--- config.mk ---
export PLATFORM = sky130hd
export DESIGN_NAME = parallel_to_serial
export DESIGN_NICKNAME = d
export VERILOG_FILES = /design/src/rtl/p2s_pkg.sv /design/src/rtl/p2s_hold_buffer.sv /design/src/rtl/parallel_to_serial.sv
export SDC_FILE = /design/constraint.sdc
export NUM_CORES = 1
export LEC_CHECK = 0
export BUFFER_PORTS_ARGS = -buffer_cell sky130_fd_sc_hd__clkbuf_2
export CAP_MARGIN = 30
export CORE_MARGIN = 10
export CORE_UTILIZATION = 40
export CTS_CLUSTER_DIAMETER = 200
export DETAILED_ROUTE_END_ITERATION = 12
export GPL_TIMING_DRIVEN = 0
export PLACE_DENSITY_LB_ADDON = 0.2
export SETUP_SLACK_MARGIN = 0.2
export SLEW_MARGIN = 20
export SYNTH_ARGS = -nofsm -noshare
export SYNTH_HDL_FRONTEND = slang
export SYNTH_HIERARCHICAL = 1
export SYNTH_SLANG_ARGS = --single-unit
--- constraint.sdc ---
create_clock -name CLK -period 2.1 [get_ports CLK]
set_clock_uncertainty 0.05 [all_clocks]
set_input_delay 0.315 -clock CLK [delete_from_list [all_inputs] [get_ports CLK]]
set_output_delay 0.315 -clock CLK [all_outputs]
set_load 0.05 [all_outputs]
--- src/rtl/p2s_pkg.sv ---
// p2s_pkg: shared state type, counter-width helper and idle-level default for parallel_to_serial
package p2s_pkg;
  typedef enum logic {IDLE, SHIFT} p2s_state_t;
  localparam logic IDLE_LEVEL_DEF = 1'b0;
  function automatic int p2s_cnt_w(input int width);
    return $clog2(width);
  endfunction
endpackage

--- src/rtl/p2s_hold_buffer.sv ---
// p2s_hold_buffer: one-word holding register that lets the next word queue behind the word on the wire
module p2s_hold_buffer #(
  parameter int WIDTH = 8
) (
  input  logic             CLK,
  input  logic             RST,
  input  logic [WIDTH-1:0] D,
  input  logic             VALID,
  input  logic             in_shift,
  input  logic             last_ce,
  output logic             ready,
  output logic             full,
  output logic [WIDTH-1:0] data
);
  logic             full_q, full_d, wr;
  logic [WIDTH-1:0] hold_q, hold_d;
  // an accept on the completing edge bypasses the buffer straight into the shifter
  always_comb begin
    wr     = VALID && !full_q && in_shift && !last_ce;
    hold_d = wr ? D : hold_q;
    full_d = wr | (full_q & !last_ce);
  end
  always_ff @(posedge CLK or posedge RST)
    if (RST) begin
      full_q <= 1'b0;
      hold_q <= '0;
    end else begin
      full_q <= full_d;
      hold_q <= hold_d;
    end
  assign ready = !full_q;
  assign full  = full_q;
  assign data  = hold_q;
endmodule

--- src/rtl/parallel_to_serial.sv ---
// parallel_to_serial: valid/ready word in, MSB-first serial out, one bit per CE strobe.
// Define P2S_DOUBLE_BUFFER_EN for a holding register that streams words with no gap.
module parallel_to_serial
  import p2s_pkg::*;
#(
  parameter int   WIDTH      = 8,
  parameter logic IDLE_LEVEL = IDLE_LEVEL_DEF
) (
  input  logic             CLK,
  input  logic             RST,
  input  logic [WIDTH-1:0] D,
  input  logic             VALID,
  output logic             READY,
  input  logic             CE,
  output logic             Q,
  output logic             FRAME,
  output logic             DONE
);
  localparam int CW = p2s_cnt_w(WIDTH);
  localparam logic [CW-1:0] CNT_MAX = CW'(WIDTH - 1);
  p2s_state_t       state_q, state_d;
  logic [WIDTH-1:0] shreg_q, shreg_d, next_word;
  logic [CW-1:0]    cnt_q, cnt_d;
  logic             q_q, q_d, frame_q, frame_d, done_q, done_d;
  logic             accept, reload;
  assign accept = VALID && READY;
`ifdef P2S_DOUBLE_BUFFER_EN
  logic             last_ce, hold_full;
  logic [WIDTH-1:0] hold_data;
  assign last_ce = (state_q == SHIFT) && CE && (cnt_q == '0);
  p2s_hold_buffer #(.WIDTH(WIDTH)) u_hold (
    .CLK(CLK), .RST(RST), .D(D), .VALID(VALID),
    .in_shift(state_q == SHIFT), .last_ce(last_ce),
    .ready(READY), .full(hold_full), .data(hold_data)
  );
  assign next_word = hold_full ? hold_data : D;
  assign reload    = hold_full | accept;
`else
  assign READY     = (state_q == IDLE);
  assign next_word = D;
  assign reload    = 1'b0;
`endif
  always_comb begin
    state_d = state_q;
    shreg_d = shreg_q;
    cnt_d   = cnt_q;
    q_d     = q_q;
    frame_d = frame_q;
    done_d  = 1'b0;
    if (state_q == IDLE) begin
      if (accept) begin
        state_d = SHIFT;
        shreg_d = next_word;
        cnt_d   = CNT_MAX;
        q_d     = next_word[WIDTH-1];
        frame_d = 1'b1;
      end
    end else if (CE) begin
      if (cnt_q != '0) begin
        shreg_d = {shreg_q[WIDTH-2:0], 1'b0};
        cnt_d   = cnt_q - 1'b1;
        q_d     = shreg_q[WIDTH-2];
      end else begin
        done_d = 1'b1;
        if (reload) begin
          shreg_d = next_word;
          cnt_d   = CNT_MAX;
          q_d     = next_word[WIDTH-1];
        end else begin
          state_d = IDLE;
          q_d     = IDLE_LEVEL;
          frame_d = 1'b0;
        end
      end
    end
  end
  always_ff @(posedge CLK or posedge RST)
    if (RST) begin
      state_q <= IDLE;
      shreg_q <= '0;
      cnt_q   <= '0;
      q_q     <= IDLE_LEVEL;
      frame_q <= 1'b0;
      done_q  <= 1'b0;
    end else begin
      state_q <= state_d;
      shreg_q <= shreg_d;
      cnt_q   <= cnt_d;
      q_q     <= q_d;
      frame_q <= frame_d;
      done_q  <= done_d;
    end
  assign Q     = q_q;
  assign FRAME = frame_q;
  assign DONE  = done_q;
endmodule

==> reports/summary.txt <==
Clock Sink Count = 14
total grt overflow = 0
worst path cell trace = buf_4 > inv_1 > clkbuf_2
Final ANT Viol Nets = 0
Ports = 16
Worst Setup End Kind = primary output
CTS tree = done
Syn Std Cell Area = 699 um2
Leak = 0.445 nW
WP buf/inv = 3
fin. max-slew vios = 0
initial antenna violation count = 0
Area Growth Syn to Fin = 19.0%
area leader, netlist = dfrtp_1
total number of vias = 472
library cells used by synthesis = 18
DRC errors left = 0
slowest stage cell, crit path = dfrtp_1
max_cap viols = 0
number of synthesized register bits = 14
WL per Instance = 14.1 um
Post-CTS Hold Buffers = 0
Least-Margin Pin Slew = 554 ps
fraction of layout cells with a size suffix above 1 = 46.2%
Row Count = 15
setup tns final = 0 ps
1st-pass router iterations = 4
YS warnings = 6
Post-CTS Resized = 0
Tmin final = 1720 ps
NumNets Final = 93
initial core utilization = 41.4%
Core ar. = 1690 um2
post-synth top area share = 50.1%
clk_lat worst skew = 280 ps
final-report setup violation count = 0
reg2reg setup slack = 410 ps
RePlAce Congestion = 0.751
Avg Vias per Cell = 4.97
vias in the first global route = 509
launching element type of the critical path = register
# diodes = 0
CTS Buffer Depth = 2
PwrDens = 1440 nW/um2
delay-heaviest family, CP = buffers and inverters
sequential area share after synthesis = 50.1%
CP peak stage delay = 460 ps
Rel. slew slack = 63.0%
crit share post-route = 81.9%
syn_nets = 73
total wire length = 1340 um
1st-iter DRT viols = 4
Buffers on Ports = 15
Syn Inst Count = 59
Mean Syn Cell Area = 11.9 um2
die width = 61.8 um
Chip Height = 61.8 um
worst-path fanout max = 10
Critical Path AT = 1350 ps
required time of the worst setup path = 1740 ps
maximum clock frequency = 582 MHz
Clock transition at path regs = 90 ps
full die area = 3820 um2
largest net degree at the start of global routing = 15
hpwl dp = 1010 um
failing checks = negative hold slack
first-pass GRT wire length = 2280 um
status = finished with violations
CTS Buf Count = 3
RSZ-0062 raised after global routing = false
gr usage total = 8.17%
CTS root buf = clkbuf_4
hold_ws = -2.07 ps
Max VDD drop = 0.000703 V
H-Tree Depth = 1
Worst Hold Class = in2async
critical path type = reg2out
ranking of synthesized cells by area = dfrtp_1 (50%), mux2_2 (23%), inv_1 (3.8%)
final hold violations = 8
Post-CTS Setup Bufs = 0
[synthesized netlist by cell type]
cell       count
and2b_4        1
dfrtp_1       14
nand2_1        7
o221ai_1       1
o41ai_1        1
a2bb2oi_1      1
inv_1          7
nand4b_1       1
nand3_1        1
nand2b_1       1
o21ai_4        1
ha_1           2
mux2i_1        1
mux2_2        14
o21ai_0        1
nor2_1         3
a21boi_0       1
buf_4          1
[final timing paths]
check / startpoint / end / cells past startpoint
min reg2reg: FRAME / FRAME / 2
min: RST / shreg_q[4] / 2
max in group asynchronous: RST / Q / 2
min in group CLK: D[0] / shreg_q[0] / 3
max: state_q / READY / 3
max reg2reg: cnt_q[0] / shreg_q[5] / 5
[layer usage]
layer  wire (um)  share of wire, %  GRT usage, %  vias up
met1         583                44          8.85      220
met3          81               6.1          3.46        2
met4          13              0.97          4.78        0
met2         658                49          13.0       12
li1            -                 -             -      238
met5           0                 0             0        -
[power breakdown]
group / switching, mW / internal [mW]
logic: 0.284 / 0.265
clock network: 0.0883 / 0.105
registers: 0.0700 / 0.385
[layout by cell type, fill, tap and decap left out, drive strengths merged]
master / Yosys / routed
dfrtp: 14 / 14
a2bb2oi: 1 / 1
nand2: 7 / 7
nor2: 3 / 3
ha: 2 / 2
and2b: 1 / 1
a21boi: 1 / 1
o21ai: 2 / 2
inv: 7 / 7
buf: 1 / 1
clkbuf: 0 / 19
mux2i: 1 / 1
nand2b: 1 / 1
nand4b: 1 / 1
nand3: 1 / 1
o41ai: 1 / 1
o221ai: 1 / 1
mux2: 14 / 14
[logic make-up after synthesis]
logic type / after synthesis / share of synthesized area, %
DFF: 14 / 50.1
AOI/OAI and AO/OA: 6 / 7.87
buffers and inverters: 8 / 4.83
and+or+nand+nor: 14 / 9.66
adders and majority gates: 2 / 3.58
muxes: 15 / 24.0
[area by class of cell]
class                           count  area, um2
Buffer                              1       7.51
Clock buffer                        4       36.3
Fill cell                         166        857
Inverter                            7       26.3
Multi-Input combinational cell     37        315
Sequential cell                    14        350
Tap cell                           17       21.3
Timing Repair Buffer               15       75.1
[through the flow]
stage                     setup WS [ps]  total power, mW  area (um2)  util [%]  instances
after floorplan                     554            0.904         699         -         59
after global placement              433             1.01         796      47.1         91
after detailed placement            403             1.02         796      47.1         91
after CTS                           354             1.22         832      49.3         95
after global routing                282             1.30         832      49.3         95
final                               380             1.20         832      49.3         95
[sequential cells by signal, indices dropped and copies added, names as in the netlist]
signal / cells
Q: 1
state_q: 1
cnt_q: 3
FRAME: 1
DONE: 1
shreg_q: 7
[worst reg2reg max path, cell delays in order (launching register included)]
cell and delay [ps]:
dfrtp_1 370, inv_1 60, ha_1 230, and2b_4 190, o21ai_4 310, mux2_2 380
(Power assumes the default switching activity.)
